**config.mk**
```make
export PLATFORM = sky130hd
export DESIGN_NAME = post_div_op
export DESIGN_NICKNAME = d
export VERILOG_FILES = /design/src/rtl/post_div_op_pkg.sv /design/src/rtl/post_div_op_neg32.sv /design/src/rtl/post_div_op.sv
export SDC_FILE = /design/constraint.sdc
export NUM_CORES = 1
export LEC_CHECK = 0
export CORE_MARGIN = 5
export CORE_UTILIZATION = 45
export DETAILED_ROUTE_END_ITERATION = 8
export PLACE_DENSITY = 0.79
export SYNTH_ARGS = -nofsm -noshare
export SYNTH_HDL_FRONTEND = slang
export SYNTH_HIERARCHICAL = 1
export SYNTH_SLANG_ARGS = --single-unit
```
**constraint.sdc**
```tcl
create_clock -name clock -period 6.6 [get_ports clock]
set_clock_uncertainty 0.05 [all_clocks]
set_input_delay 0.66 -clock clock [delete_from_list [all_inputs] [get_ports clock]]
set_output_delay 0.66 -clock clock [all_outputs]
set_load 0.02 [all_outputs]
```
**src/rtl/post_div_op_pkg.sv**
```systemverilog
// Shared widths, state encoding and special result values for the
// post-divide sign-restoration stage.
package post_div_op_pkg;

  localparam int WIDTH = 32;

  typedef enum logic [1:0] {
    ST_IDLE  = 2'd0,
    ST_NEG_Q = 2'd1,
    ST_NEG_R = 2'd2,
    ST_DONE  = 2'd3
  } state_e;

  localparam logic [31:0] INT_MIN   = 32'h8000_0000;
  localparam logic [31:0] DIV0_QUOT = 32'hFFFF_FFFF;

endpackage

```
**src/rtl/post_div_op_neg32.sv**
```systemverilog
// Two's-complement negator shared by the quotient and remainder paths;
// wraps modulo 2^WIDTH, carry-out dropped.
module neg32 #(
  parameter int WIDTH = 32
) (
  input  logic [WIDTH-1:0] x,
  output logic [WIDTH-1:0] y
);

  assign y = ~x + WIDTH'(1);

endmodule

```
**src/rtl/post_div_op.sv**
```systemverilog
// Restores quotient/remainder signs after the unsigned divider core and
// flags divide-by-zero and the -2^31 / -1 overflow.
//
// state    | meaning
// ST_IDLE  | waiting for a divider result (in_ready=1)
// ST_NEG_Q | negating the quotient register
// ST_NEG_R | negating the remainder register
// ST_DONE  | result held until the consumer accepts it
module post_div_op
  import post_div_op_pkg::*;
#(
  parameter int WIDTH = 32
) (
  input  logic             clock,
  input  logic             resetn,
  input  logic             in_valid,
  output logic             in_ready,
  input  logic [WIDTH-1:0] in_quot,
  input  logic [WIDTH-1:0] in_rem,
  input  logic             sign_a,
  input  logic             sign_b,
  input  logic             div_zero,
  output logic             out_valid,
  input  logic             out_ready,
  output logic [WIDTH-1:0] out_quot,
  output logic [WIDTH-1:0] out_rem,
  output logic             out_exception
);

  state_e           state_q, state_d;
  logic [WIDTH-1:0] quot_q, quot_d;
  logic [WIDTH-1:0] rem_q, rem_d;
  logic             neg_r_q, neg_r_d;
  logic             exc_q, exc_d;
  logic             valid_q, valid_d;
  logic             neg_q_w;
  logic [WIDTH-1:0] neg_in, neg_out;

  assign neg_in = (state_q == ST_NEG_R) ? rem_q : quot_q;

  neg32 #(.WIDTH(WIDTH)) u_neg (
    .x (neg_in),
    .y (neg_out)
  );

  always_comb begin
    state_d = state_q;
    quot_d  = quot_q;
    rem_d   = rem_q;
    neg_r_d = neg_r_q;
    exc_d   = exc_q;
    valid_d = 1'b0;
    neg_q_w = sign_a ^ sign_b;
    case (state_q)
      ST_IDLE: begin
        if (in_valid) begin
          rem_d   = in_rem;
          neg_r_d = sign_a;
          if (div_zero) begin
            quot_d  = DIV0_QUOT;
            exc_d   = 1'b1;
            neg_r_d = 1'b0;
            state_d = ST_DONE;
          end else begin
            quot_d = in_quot;
            // A 2^31 magnitude is only representable when the quotient goes negative.
            exc_d  = (in_quot == INT_MIN) && !neg_q_w;
            if (neg_q_w)     state_d = ST_NEG_Q;
            else if (sign_a) state_d = ST_NEG_R;
            else             state_d = ST_DONE;
          end
        end
      end
      ST_NEG_Q: begin
        quot_d  = neg_out;
        state_d = neg_r_q ? ST_NEG_R : ST_DONE;
      end
      ST_NEG_R: begin
        rem_d   = neg_out;
        state_d = ST_DONE;
      end
      ST_DONE: begin
        // out_valid rises one cycle after entering DONE and falls after the accept.
        valid_d = ~(valid_q & out_ready);
        if (valid_q && out_ready) state_d = ST_IDLE;
      end
      default: state_d = ST_IDLE;
    endcase
  end

  always_ff @(posedge clock or negedge resetn) begin
    if (!resetn) begin
      state_q <= ST_IDLE;
      quot_q  <= '0;
      rem_q   <= '0;
      neg_r_q <= 1'b0;
      exc_q   <= 1'b0;
      valid_q <= 1'b0;
    end else begin
      state_q <= state_d;
      quot_q  <= quot_d;
      rem_q   <= rem_d;
      neg_r_q <= neg_r_d;
      exc_q   <= exc_d;
      valid_q <= valid_d;
    end
  end

  assign in_ready      = (state_q == ST_IDLE);
  assign out_valid     = valid_q;
  assign out_quot      = quot_q;
  assign out_rem       = rem_q;
  assign out_exception = exc_q;

endmodule

```
# Word level (Yosys, flattened, before mapping)

Cells that the tools add are included.

Add/subtract/negate cells: 1
Equality and inequality tests: 6
Muxes and demuxes: 16
Bitwise logic cells: 4
Reduce and logical (&&, ||, !) cells: 10

Operator list:

| kind                                                                  | count |
|---|---|
| 32-bit 2-to-1 mux                                                     | 4 |
| 32-bit case mux with 2 select lines                                   | 2 |
| 32-bit by 1-bit adder with 32-bit output, second input constant       | 1 |
| 32-bit equality test, second input constant                           | 1 |
| 32-bit inverter                                                       | 1 |
| 2-bit 2-to-1 mux                                                      | 4 |
| 2-bit case mux with 4 select lines                                    | 1 |
| 2-bit AND reduction                                                   | 4 |
| 1-bit 2-to-1 mux                                                      | 5 |
| 2-bit equality test, second input constant                            | 2 |
| 2-bit inequality test, second input constant                          | 2 |
| 2-bit nonzero test                                                    | 2 |
| 2-bit by 1-bit equality test with 1-bit output, second input constant | 1 |
| 1-bit logical AND                                                     | 2 |
| 2-bit logical NOT                                                     | 1 |
| 1-bit AND                                                             | 1 |
| 1-bit logical NOT                                                     | 1 |
| 1-bit inverter                                                        | 1 |
| 1-bit XOR                                                             | 1 |

Flip-flop bits (word level): 69
Bits of input ports: 71
Output and inout bits: 67
Logic and storage cells: 43

# Depth between registers and ports, before layout

Word-level depth: 5
Mapped depth: 12
Gate-level depth less buffers: 11

# Modules after synthesis

The synthesis kept the hierarchy.

By module, submodules not included:

| module      | times used | cells an instance | area an instance (um2) | seq. area each (um2) |
|---|---|---|---|---|
| post_div_op | 1          | 359               | 3562.2                 | 1726.7 |
| neg32       | 1          | 83                | 636.9                  | 0.0 |

# Least setup slack after synthesis

No wires, ideal clock.

Path type: register to register
From: register state_q[0]
To: register quot_q[30], in the netlist out_quot[30]
Setup time: 0.083 ns
Arrival: 3.092 ns
Data required time: 6.467 ns
Setup slack: 3.375 ns
Cell stages (with the launch flop): 13
Buffers on the path: 3
Period minus slack after synthesis: 3.225 ns
Cells stage by stage: dfrtp_1 -> inv_1 -> ha_1 -> clkbuf_1 -> buf_2 -> mux2_2 -> or4_1 -> buf_6 -> nand3b_4 -> nor4_4 -> xnor2_1 -> o21ai_0 -> o21ai_0

Cells in the longest elaborated chain, start to end: 5
Elaborated cells between the ends (all ways): 10
Classes of those cells: add/sub: 1; eq/ne: 3; mux: 2; bitwise: 1; reduce/logical: 3

RTL lines:

| what                                     | line                    | RTL |
|---|---|---|
| from (decl)                              | post_div_op.sv:30       | `state_e state_q, state_d;` |
| from (signal assigned)                   | post_div_op.sv:100      | `state_q <= state_d;` |
| 2-bit equality test                      | post_div_op.sv:39       | `assign neg_in = (state_q == ST_NEG_R) ? rem_q : quot_q;` |
| 32-bit 2-to-1 mux                        | post_div_op.sv:39       |  |
| via neg_in[15]                           | post_div_op.sv:37       | `logic [WIDTH-1:0] neg_in, neg_out;` |
| 32-bit inverter                          | post_div_op_neg32.sv:10 | `assign y = ~x + WIDTH'(1);` |
| 32-bit by 1-bit adder with 32-bit output | post_div_op_neg32.sv:10 |  |
| via neg_out[30]                          | post_div_op.sv:37       |  |
| 32-bit case mux with 2 select lines      | post_div_op.sv:54       | `case (state_q)` |
| to (signal assigned)                     | post_div_op.sv:101      | `quot_q <= quot_d;` |
| to (decl)                                | post_div_op.sv:31       | `logic [WIDTH-1:0] quot_q, quot_d;` |

The timed path passes the listed nets, and every way through them passes these cells.
A chain may end at the register's enable or synchronous reset.

# Final worst setup path

Same ends and word-level chain as after synthesis.

==> results_dict.tcl <==
set metrics [dict create \
    cts_hold_buf 0 \
    vias 3951 \
    cts-resized-gates 0 \
    num_rows 35 \
    crit_start "state_q[0]" \
    netlist_area_um2 4200 \
    cts_max_path_buffers 2 \
    seq_area_frac_synth_pct 41.1 \
    place_inst 665 \
    synth_seq_cells 69 \
    port-buffer-count 137 \
    synth_cell_type_count 36 \
    final-setup-viol-count 0 \
    critPathCaptureType "register" \
    drv_slew 0 \
    grt_pass1_vias 4284 \
    r2r_end "out_quot[30]" \
    grt_use_total_pct 23.2 \
    cts_root_buffer "clkbuf_8" \
    drtIter0Drc 222 \
    drt-total-wl_um 13100 \
    seqPwrFrac_pct 24.8 \
    worstMarginPinSlew_ps 1190 \
    synth_nets 520 \
    p_leak_nw 2.31 \
    p_switching_mw 1.58 \
    core_area_um2 9150 \
    die-area_um2 11400 \
    postCtsSetupBuffers 0 \
    clk_pin_slew_ps 80 \
    r2r.worst_path.cells 9 \
    reg2reg_from "state_q[0]" \
    hpwl_um 9170 \
    cts_made_buffers 9 \
    rsz0062_at_grt "no" \
    drt-pass1-iter-count 4 \
    final_nets 643 \
    drive_gt1_share_pct 11.2 \
    hp-class "primary input to async pin" \
    vdd_drop_max_mv 0.274 \
    synth_cells 442 \
    synth_area_per_cell_um2 9.50 \
    yosys_warnings 6 \
    critPathLaunchType "register" \
    r2r_slack_ps 2700 \
    grt_pass1_wl_um 21300 \
    max_slew_margin_pct 20.7 \
    postRouteAntennaNets 0 \
    power.internal_mw 1.82 \
    grt_antenna_before_repair 0 \
    die_h_um 107 \
    ios 138 \
    crit_type "register to register" \
    wire_per_inst_um 19.2 \
    p_sw_share_pct 46.5 \
    htreeDepth 3 \
    pwr-share-clk_pct 10.9 \
    crit_arrival_ps 4110 \
    fin_cells 681 \
    status "finished clean" \
    grt_max_degree 70 \
    required_ps 6820 \
    crit_fanout 66 \
    cts_tree "yes" \
    min_period_ps 3900 \
    finalPower_mw 3.40 \
    final.period_utilization_pct 59.0 \
    fmax_mhz 257 \
    endpoint "out_quot[30]" \
    gp_congestion 0.854 \
    combPwrFrac_pct 64.2 \
    drc 0 \
    syn2layout_area_growth_pct 39.4 \
    clkLatencyLatePin_ps 350 \
    cts.sinks 69 \
    setup_tns_ps 0 \
    diodes 0 \
    powerDensity_nw_per_um2 582 \
    grt-ovfl-total 0 \
    die_x_um 107 \
    whs_ps 436 \
    max_cap_violations 0 \
    initial_core_util_pct 45.9 \
    avgViaCountPerCell 5.80 \
    finalHoldViolCount 0 \
]
-- kinds of logic after synthesis --
group           synth area share, %
simple gates                   16.4
mux                            17.4
flops                          41.1
buf+inv                        3.46
fa+ha+maj                      2.09
xor+xnor                       6.26
compound gates                 13.3
-- critical path, cell delays in order (launching register included) --
cell	delay [ps]
dfrtp_1	410
inv_1	170
ha_4	850
mux2_2	450
or4_1	730
nand3b_4	290
nor4_4	320
xnor2_1	170
o21ai_0	120
o21ai_0	210
-- layout by cell type (no fill, tap or decap), types with 3 or more instances in the layout --
| master | netlist | final |
|---|---|---|
| nand2_1 | 72 | 72 |
| nor3_1 | 10 | 10 |
| mux2i_1 | 37 | 35 |
| clkbuf_8 | 0 | 12 |
| buf_4 | 1 | 3 |
| inv_1 | 6 | 6 |
| o22ai_1 | 32 | 32 |
| ha_1 | 7 | 6 |
| o21ai_0 | 66 | 66 |
| nor4_2 | 4 | 4 |
| or3_1 | 6 | 6 |
| nor4_1 | 13 | 13 |
| clkdlybuf4s50_1 | 0 | 136 |
| mux2_2 | 32 | 32 |
| nor2_1 | 7 | 7 |
| xor2_1 | 5 | 5 |
| or4_1 | 4 | 4 |
| xnor2_1 | 25 | 25 |
| dfrtp_1 | 69 | 69 |
-- how the worst min path moves through the flow --
stage / endpoint / slack, ps / depth (start not counted)
final: out_rem[17] / 440 / 2
after global routing: out_rem[28] / 490 / 2
after CTS: out_valid / 460 / 1
after detailed placement: neg_r_q / 420 / 2
after global placement: neg_r_q / 420 / 2
after floorplan: neg_r_q / 310 / 0
-- power by group through the flow --
stage               combinational (mW)  sequential [mW]  clock, mW
CTS                               2.18            0.842      0.376
global placement                  2.11            0.832          0
finish                            2.19            0.845      0.373
detailed placement                2.17            0.843          0
floorplan                         1.19             1.04          0
global route                      2.38            0.874      0.393
-- cell type report --
class	instances	area, µm²
clock buffer	13	169
clock inverter	3	42.5
fill	732	3300
inverter	6	22.5
multi-input combinational	339	2360
sequential	69	1730
tap	111	139
timing repair buffer	140	1390
-- flip-flops by register name, summed over array words and instances, names as in the netlist --
| signal | count |
|---|---|
| out_exception | 1 |
| out_valid | 1 |
| out_rem | 32 |
| out_quot | 32 |
| neg_r_q | 1 |
| state_q | 2 |
-- synthesized netlist by cell type, drive strengths merged --
| cell type | n | area, µm² |
|---|---|---|
| nand2 | 72 | 270 |
| dfrtp | 69 | 1730 |
| o21ai | 66 | 330 |
| mux2i | 37 | 370 |
| mux2 | 32 | 360 |
| o22ai | 32 | 200 |
| xnor2 | 25 | 219 |
| clkbuf | 19 | 71.3 |
| nor4 | 18 | 153 |
| nor3 | 10 | 50.1 |
| buf | 9 | 51.3 |
| ha | 7 | 87.6 |
| nor2 | 7 | 26.3 |
| inv | 6 | 22.5 |
| or3 | 6 | 37.5 |
| or4 | 5 | 41.3 |
| xor2 | 5 | 43.8 |
| nand4 | 3 | 31.3 |
| nand2b | 2 | 12.5 |
| nand3 | 2 | 10.0 |
| nor2b | 2 | 12.5 |
| a21boi | 1 | 7.51 |
| a21oi | 1 | 5.00 |
| nand3b | 1 | 20.0 |
| nor3b | 1 | 7.51 |
| nor4b | 1 | 8.76 |
| o31ai | 1 | 7.51 |
| o32ai | 1 | 8.76 |
| or2 | 1 | 6.26 |
-- metrics by stage --
stage | utilization, % | setup WS [ps] | cell area [µm²]
global placement | 61.6 | 2890 | 5640
floorplan | - | 3380 | 4200
global route | 64.0 | 2430 | 5850
finish | 64.0 | 2700 | 5850
CTS | 64.0 | 2720 | 5850
detailed placement | 61.6 | 2730 | 5640
-- metal layers --
metal	vias to the layer above	GRT usage [%]	share of wire (%)
met1	1898	29.7	41
met5	-	0	0
li1	1852	-	-
met3	19	7.22	8.8
met4	0	6.76	1.7
met2	182	37.9	48
(Power assumes the default switching activity.)
